`config.mk`:
```
export PLATFORM = sky130hd
export DESIGN_NAME = descrambler_byte_flat
export DESIGN_NICKNAME = d
export VERILOG_FILES = /design/src/rtl/descrambler_byte_pkg.sv /design/src/rtl/descrambler_byte_if.sv /design/src/rtl/descrambler_byte_lfsr16_byte_step.sv /design/src/rtl/descrambler_byte.sv /design/src/flat_wrapper.sv
export SDC_FILE = /design/constraint.sdc
export NUM_CORES = 1
export LEC_CHECK = 0
export ABC_CLOCK_PERIOD_IN_PS = 5240
export CAP_MARGIN = 0
export CORE_ASPECT_RATIO = 1.4
export CORE_UTILIZATION = 59
export CTS_BUF_LIST = sky130_fd_sc_hd__clkbuf_2 sky130_fd_sc_hd__clkbuf_4 sky130_fd_sc_hd__clkbuf_8
export CTS_CLUSTER_SIZE = 14
export DETAILED_ROUTE_END_ITERATION = 10
export PLACE_DENSITY = 0.87
export SETUP_SLACK_MARGIN = 0.15
export SYNTH_ARGS = -nofsm -noshare
export SYNTH_HDL_FRONTEND = slang
export SYNTH_SLANG_ARGS = --single-unit
```
`constraint.sdc`:
```
create_clock -name clk -period 5.24 [get_ports clk]
set_input_delay 1.048 -clock clk [delete_from_list [all_inputs] [get_ports clk]]
set_output_delay 1.048 -clock clk [all_outputs]
set_load 0.02 [all_outputs]
```
`src/rtl/descrambler_byte_pkg.sv`:
```
// descrambler_byte_pkg
// Shared PHY constants for the USB3 Gen1 byte scrambler/descrambler pair:
// the COM/SKP K-code byte values, the LFSR seed, and the lock FSM state enum.
// The transmit scrambler imports the same package so both ends agree on the
// re-seed and freeze rules.
//
// Optional build macro used by importers: DESCRAMBLER_BYPASS_EN.

package descrambler_byte_pkg;

    // K28.5 re-seeds the LFSR, K28.1 leaves the LFSR frozen
    localparam logic [7:0]  COM_CODE  = 8'hBC;
    localparam logic [7:0]  SKP_CODE  = 8'h3C;
    localparam logic [15:0] LFSR_SEED = 16'hFFFF;

    // Alignment state of the receive LFSR
    typedef enum logic {
        UNLOCKED = 1'b0,
        LOCKED   = 1'b1
    } lock_state_t;

    // True when a qualified K symbol carries the given control code.
    // A data byte (k = 0) with the same value never matches.
    function automatic logic is_ctrl_code(
        input logic [7:0] data,
        input logic       k,
        input logic       valid,
        input logic [7:0] code
    );
        return valid && k && (data == code);
    endfunction

endpackage

```
`src/rtl/descrambler_byte_if.sv`:
```
// descrambler_byte_if
// Symbol bus between the 8b/10b decoder / LTSSM side and the descrambler.
//
// Signals:
//   data_in        decoded symbol byte
//   data_k         1 = control (K) symbol
//   data_valid     symbol qualifier
//   lock_clr       synchronous drop-lock request from the LTSSM
//   data_out       descrambled byte (1-cycle latency)
//   data_k_out     registered copy of data_k
//   data_valid_out registered copy of data_valid
//   locked         1 once a COM has been seen since reset/lock_clr
//
// Modports:
//   master  upstream driver of symbols (decoder/LTSSM, or a testbench)
//   slave   the descrambler itself

interface descrambler_byte_if;

    logic [7:0] data_in;
    logic       data_k;
    logic       data_valid;
    logic       lock_clr;
    logic [7:0] data_out;
    logic       data_k_out;
    logic       data_valid_out;
    logic       locked;

    modport master (
        output data_in,
        output data_k,
        output data_valid,
        output lock_clr,
        input  data_out,
        input  data_k_out,
        input  data_valid_out,
        input  locked
    );

    modport slave (
        input  data_in,
        input  data_k,
        input  data_valid,
        input  lock_clr,
        output data_out,
        output data_k_out,
        output data_valid_out,
        output locked
    );

endinterface

```
`src/rtl/descrambler_byte_lfsr16_byte_step.sv`:
```
// lfsr16_byte_step
// Purely combinational 8-step advance of the x^16+x^5+x^4+x^3+1 Fibonacci
// LFSR. Bit 0 of the keystream is the first bit shifted out.
// Shared by the transmit scrambler and the receive descrambler.
//
// Ports:
//   lfsr_cur   in  16  current LFSR state
//   lfsr_next  out 16  LFSR state after 8 steps
//   keystream  out 8   the 8 output bits, bit 0 first

module lfsr16_byte_step (
    input  logic [15:0] lfsr_cur,
    output logic [15:0] lfsr_next,
    output logic [7:0]  keystream
);

    logic [15:0] lfsr_walk;

    // Unrolled 8-step walk: each step emits lfsr[15] and shifts the
    // feedback tap sum into bit 0.
    always_comb begin
        lfsr_walk = lfsr_cur;
        keystream = 8'h00;
        for (int i = 0; i < 8; i++) begin
            keystream[i] = lfsr_walk[15];
            lfsr_walk    = {lfsr_walk[14:0],
                            lfsr_walk[15] ^ lfsr_walk[4] ^ lfsr_walk[3] ^ lfsr_walk[2]};
        end
        lfsr_next = lfsr_walk;
    end

endmodule

```
`src/rtl/descrambler_byte.sv`:
```
// descrambler_byte
// Receive-side byte descrambler for the USB3 Gen1 PHY path. Removes the
// scrambling applied by the transmit scrambler, re-seeds on COM, freezes on
// SKP, and reports alignment through a two-state lock FSM.
//
// Ports:
//   clk           in  symbol clock
//   rst_n         in  asynchronous active-low reset
//   scramble_dis  in  (only with DESCRAMBLER_BYPASS_EN) pass data unmodified
//   bus           descrambler_byte_if.slave symbol in/out bus
//
// Build macro: DESCRAMBLER_BYPASS_EN adds the scramble_dis loopback input.
// Without it, data symbols are always descrambled.

module descrambler_byte
    import descrambler_byte_pkg::*;
(
    input  logic clk,
    input  logic rst_n,
`ifdef DESCRAMBLER_BYPASS_EN
    input  logic scramble_dis,
`endif
    descrambler_byte_if.slave bus
);

    logic [15:0] lfsr_q;
    logic [15:0] lfsr_d;
    logic [15:0] lfsr_stepped;
    logic [7:0]  keystream;
    logic [7:0]  xor_mask;
    logic [7:0]  descrambled;
    logic        is_com;
    logic        is_skp;

    lock_state_t state_q;
    lock_state_t state_d;

    logic [7:0]  data_out_q;
    logic        data_k_out_q;
    logic        data_valid_out_q;

    lfsr16_byte_step u_step (
        .lfsr_cur  (lfsr_q),
        .lfsr_next (lfsr_stepped),
        .keystream (keystream)
    );

    assign is_com = is_ctrl_code(bus.data_in, bus.data_k, bus.data_valid, COM_CODE);
    assign is_skp = is_ctrl_code(bus.data_in, bus.data_k, bus.data_valid, SKP_CODE);

    // In bypass mode only the XOR is suppressed; the LFSR keeps tracking
    // the stream so clearing scramble_dis resumes without realignment.
`ifdef DESCRAMBLER_BYPASS_EN
    assign xor_mask = scramble_dis ? 8'h00 : keystream;
`else
    assign xor_mask = keystream;
`endif

    assign descrambled = bus.data_k ? bus.data_in : (bus.data_in ^ xor_mask);

    // LFSR next-state: lock_clr wins over everything, including an idle
    // cycle; COM re-seeds, SKP and idle cycles freeze, any other symbol
    // (data or other K code) advances one byte.
    always_comb begin
        lfsr_d = lfsr_q;
        if (bus.lock_clr) begin
            lfsr_d = LFSR_SEED;
        end else if (!bus.data_valid) begin
            lfsr_d = lfsr_q;
        end else if (is_com) begin
            lfsr_d = LFSR_SEED;
        end else if (is_skp) begin
            lfsr_d = lfsr_q;
        end else begin
            lfsr_d = lfsr_stepped;
        end
    end

    // LFSR register
    always_ff @(posedge clk or negedge rst_n) begin
        if (!rst_n) begin
            lfsr_q <= LFSR_SEED;
        end else begin
            lfsr_q <= lfsr_d;
        end
    end

    // Lock FSM state register
    always_ff @(posedge clk or negedge rst_n) begin
        if (!rst_n) begin
            state_q <= UNLOCKED;
        end else begin
            state_q <= state_d;
        end
    end

    // Lock FSM next-state: lock_clr beats a simultaneous COM
    always_comb begin
        state_d = state_q;
        if (bus.lock_clr) begin
            state_d = UNLOCKED;
        end else if (is_com) begin
            state_d = LOCKED;
        end
    end

    // Lock FSM outputs
    always_comb begin
        bus.locked = (state_q == LOCKED);
    end

    // Output stage: data_out only updates on qualified symbols; the k and
    // valid flags are straight registered copies of the inputs.
    always_ff @(posedge clk or negedge rst_n) begin
        if (!rst_n) begin
            data_out_q       <= 8'h00;
            data_k_out_q     <= 1'b0;
            data_valid_out_q <= 1'b0;
        end else begin
            if (bus.data_valid) begin
                data_out_q <= descrambled;
            end
            data_k_out_q     <= bus.data_k;
            data_valid_out_q <= bus.data_valid;
        end
    end

    assign bus.data_out       = data_out_q;
    assign bus.data_k_out     = data_k_out_q;
    assign bus.data_valid_out = data_valid_out_q;

endmodule

```
`src/flat_wrapper.sv`:
```
// flat-port wrapper written by rule: the top's interface ports become plain ports
module descrambler_byte_flat import descrambler_byte_pkg::*;
  (clk, rst_n, bus_data_in, bus_data_k, bus_data_valid, bus_lock_clr, bus_data_out, bus_data_k_out, bus_data_valid_out, bus_locked);
  descrambler_byte_if bus_i ();
  input  logic clk;
  input  logic rst_n;
  input wire logic [$bits(bus_i.data_in)-1:0] bus_data_in;
  input wire logic [$bits(bus_i.data_k)-1:0] bus_data_k;
  input wire logic [$bits(bus_i.data_valid)-1:0] bus_data_valid;
  input wire logic [$bits(bus_i.lock_clr)-1:0] bus_lock_clr;
  output wire logic [$bits(bus_i.data_out)-1:0] bus_data_out;
  output wire logic [$bits(bus_i.data_k_out)-1:0] bus_data_k_out;
  output wire logic [$bits(bus_i.data_valid_out)-1:0] bus_data_valid_out;
  output wire logic [$bits(bus_i.locked)-1:0] bus_locked;
  assign bus_i.data_in = bus_data_in;
  assign bus_i.data_k = bus_data_k;
  assign bus_i.data_valid = bus_data_valid;
  assign bus_i.lock_clr = bus_lock_clr;
  assign bus_data_out = bus_i.data_out;
  assign bus_data_k_out = bus_i.data_k_out;
  assign bus_data_valid_out = bus_i.data_valid_out;
  assign bus_locked = bus_i.locked;
  descrambler_byte u_core (.clk(clk), .rst_n(rst_n), .bus(bus_i));
endmodule
```
Yosys cells after proc, flatten, opt, wreduce, memory -nomap -nowiden. Cells that the tools add are included.

Register bits: 27. Bits in latches: 0. Bits in writable memories: 0. Bits in read-only memories: 0. Input bits: 13. Output and inout bits: 11. Word-level logic and storage cells: 46. Memories kept: 0.

Add/subtract/negate cells: 0. $mul: 0. Divide/modulo/power cells: 0. Magnitude comparators: 0. Equality and inequality tests: 3. Shift operators: 0. Muxes and demuxes: 7. Bitwise logic cells: 25. Reduce and logical (&&, ||, !) cells: 6.

Operator list (count): $mux W16 (4); $xor A1 B1 Y1 (24); $eq A8 B6 Y1 const B (1); $eq A8 B8 Y1 const B (1); $mux W8 (1); $xor A8 B8 Y8 (1); $reduce_bool A2 Y1 (2); $logic_and A1 B1 Y1 (3); $ne A3 B2 Y1 const B (1); $mux W1 (2); $reduce_and A2 Y1 (1).

Depth between registers and ports, before layout.
Word-level depth: 10. Depth in mapped cells: 6. Gate-level depth less buffers: 4.

Modules after synthesis. A second synthesis with hierarchy kept.

Cell total of the unflattened synthesis: 125. Area, all modules: 1522.7 um^2.

By module, submodules not included: descrambler_byte (times used 1, cells an instance 90, area an instance 1148.6 um^2, seq. area each 695.7 um^2); lfsr16_byte_step (times used 1, cells an instance 35, area an instance 374.1 um^2, seq. area each 0.0 um^2).

Least setup slack after synthesis. No wires, ideal clock.

Path kind: input -> register. Start: in bus_data_in[1]. End: reg u_core.lfsr_q[10]. Setup time: 0.080 ns. Arrival time: 2.498 ns. Required time: 5.160 ns. Path slack: 2.662 ns. Stages on the path: 6. Path buffers: 2. Path through: or4b_4 o31a_1 or2_1 buf_6 buf_8 o22a_1.

Cells in the longest elaborated chain, start to end: 5. Elaborated cells on any way between the ends: 9. Classes of those cells: 3 x eq/ne; 3 x mux; 3 x reduce/logical.

RTL lines: start: declaration (line flat_wrapper.sv:7) `input wire logic [$bits(bus_i.data_in)-1:0] bus_data_in;`; $eq A8 B8 Y1 (line descrambler_byte_pkg.sv:30) `return valid && k && (data == code);`; $logic_and A1 B1 Y1 (line descrambler_byte_pkg.sv:30); $mux W16 (line descrambler_byte.sv:70) `end else if (is_com) begin`; $mux W16 (line descrambler_byte.sv:68) `end else if (!bus.data_valid) begin`; $mux W16 (line descrambler_byte.sv:66) `if (bus.lock_clr) begin`; end signal: assignment (line descrambler_byte.sv:84) `lfsr_q <= lfsr_d;`; end: declaration (line descrambler_byte.sv:26) `logic [15:0] lfsr_q;`.

Several ways; a longest one is shown, not always the timed one. The select of a mux whose other input is x is not followed. A chain may end at the register's enable or synchronous reset.

Worst setup path after layout.
Start: in bus_data_in[1]. End: reg u_core.lfsr_q[2].

The elaborated chain is that of the path after synthesis.

==> flow_summary.ini <==
[synth]
synth_cells = 117
avgSynthCellArea_um2 = 12.3
yosysWarnings = 0
synth_area_mm2 = 0.00143
synth.net_count = 130
synth_largest_area_cell = dfstp_2
ys_types = 26
synth_ff_type = dfstp_2
synth_edf_count = 0
seq_area_frac_synth = 0.485
yosys.area.top_type_share = 0.293
synth_area_leaders = dfstp_2 (29%), dfrtp_1 (19%), xnor2_1 (13%), xnor3_1 (4.7%), nor2b_1 (3.5%)
ys_seq_elements = 27
synth_async_sr_flop_share = 1.00
yosysMostFrequentCell = xnor2_1
synth_common_cells = xnor2_1 (21), dfstp_2 (16), dfrtp_1 (11), nor2_1 (11)

[global_routing]
grt_pass1_vias = 981
grt_max_degree = 28
antenna_found_initial = 0
grt_use_total = 0.238
overflow = 0
grt_pass1_wl_mm = 4.53

[sta]
fmax_mhz = 352
tightest_slew_ps = 640
worst_slack_ps = 2400
finalHoldViolCount = 0
fin_worst_skew_ps = 1.61
period_needed_ps = 2840
timing.slew.headroom = 0.571
fin_crit_sh = 0.542
grt_setup_unrepaired = false
setup_tns_ps = 0
setup_viol = 0
drv_slew = 0

[power_and_ir_drop]
power_density_mw_per_mm2 = 457
p_leak_nw = 0.643
finalPower_mw = 0.759
net-switching-power_mw = 0.240
p_comb_frac = 0.479
p_int_mw = 0.518
clock_power_share = 0.121
p_sw_frac = 0.317
vdd_drop_max_mv = 0.328
pwr-share-seq = 0.400

[clock_network]
cts_setup_buffers = 0
clock-sinks = 27
insertion_delay_ps = 330
cts_root_buffer = clkbuf_4
holdBufCountCts = 0
numCtsBuffers = 3
clockBufferDepth = 2
cts_resized = 0
cts_tree = built
ctsHtreeMaxLevel = 1
clk_pin_slew_ps = 130

[cells_and_area]
num_antenna_cells = 0
finalNonFillerCells = 159
area_delta_synth_final_pct = 15.9
drive_gt1_frac = 0.197
nNetsFinal = 151
fin_util = 0.746

[critical_path]
arrival_ps = 3120
reg2reg_depth = 4
path_max_fanout = 14
start_kind = input pin
crit_type = input pin to flop
worstPathRequired_ps = 5510
endpoint_kind = flop

[hold_path]
hold_path.class = flop to flop
hold-path-cell-count = 1

[routing]
ant_nets = 0
drc = 6
drt_iter0_drc = 46
vias = 946
via_per_inst = 5.95
firstDrtPassIters = 7
wl_per_cell_um = 16.8
wl_mm = 2.68

[run_status]
failed_checks = DRC
status = finished, violations left

[die]
die-area_mm2 = 0.00263
die_y_um = 60.3
die_w_um = 43.7
ioPinCount = 24
start_util = 0.644
core.rowCount = 20
coreArea_mm2 = 0.00223

[placement]
port_buffers = 23
place_hpwl_mm = 2.00
globalplace.congestion = 0.828
dp.cells = 155
dp_worst_setup_slack_ps = 2060

[job]
cap_violations = 0
## final timing paths
kind	start	to	slack (ps)
worst max-delay path	bus_data_in[1]	u_core.lfsr_q[2]	2400
worst min-delay path	u_core.lfsr_q[7]	u_core.lfsr_q[7]	520
worst max register to register	u_core.lfsr_q[2]	u_core.lfsr_q[1]	3200
worst min register to register	u_core.lfsr_q[7]	u_core.lfsr_q[7]	520
max in group asynchronous	rst_n	u_core.lfsr_q[1]	3880
min in group asynchronous	rst_n	u_core.bus.data_out[5]	1070
## sequential cells by signal, indices dropped and copies added, names as in the netlist
signal                     cells
u_core.bus.data_k_out          1
u_core.bus.locked              1
u_core.bus.data_valid_out      1
u_core.bus.data_out            8
u_core.lfsr_q                 16
## cell usage in the layout, fill, tap and decap left out, types with 3 or more instances in the layout
cell,n
clkbuf_4,4
a21oi_1,8
xnor3_1,3
dfstp_2,16
xnor2_1,21
xor2_1,4
o22a_2,4
clkdlybuf4s50_1,23
o22a_1,5
nor2_1,11
dfrtp_1,11
nor2b_1,8
a2bb2oi_1,5
## layer usage
layer	vias up	part of all wire	GRT usage
li1	447	-	-
met1	459	0.38	0.283
met2	33	0.55	0.429
met3	7	0.051	0.0268
met4	0	0.022	0.107
met5	-	0	0
## final cells by class
type	count	area, um^2
clock buffer	4	30.0
sequential	27	696
multi-input combinational	82	671
tap	22	27.5
fill	150	566
timing repair buffer	24	238
## power by group through the flow
stage / combinational [mW] / sequential (mW) / clock, mW
final: 0.363 / 0.303 / 0.0921
after global routing: 0.392 / 0.308 / 0.102
after CTS: 0.366 / 0.303 / 0.0951
after detailed placement: 0.365 / 0.306 / 0
after global placement: 0.348 / 0.303 / 0
after floorplan: 0.290 / 0.300 / 0
## cell families (layout without fill, tap and decap cells)
group	Yosys count	in the layout	synth area share
buffers and inverters	8	28	0.0471
AND/OR/NAND/NOR	25	25	0.0951
XOR/XNOR	30	30	0.233
AO/OA/AOI/OAI	27	27	0.140
flip-flops	27	27	0.485
## worst max-delay path, cell delays in order
cell and delay (ps):
clkdlybuf4s50_1 440, or4b_4 560, o31a_1 330, or2_1 420
o22a_2 300
## through the flow
step / area [um^2] / hold slack, ps
2_1_floorplan: 1430 / 485
3_3_place_gp: 1630 / 480
3_5_place_dp: 1630 / 500
4_1_cts: 1660 / 526
5_1_grt: 1660 / 537
6_report: 1660 / 520
(Power assumes the default switching activity.)
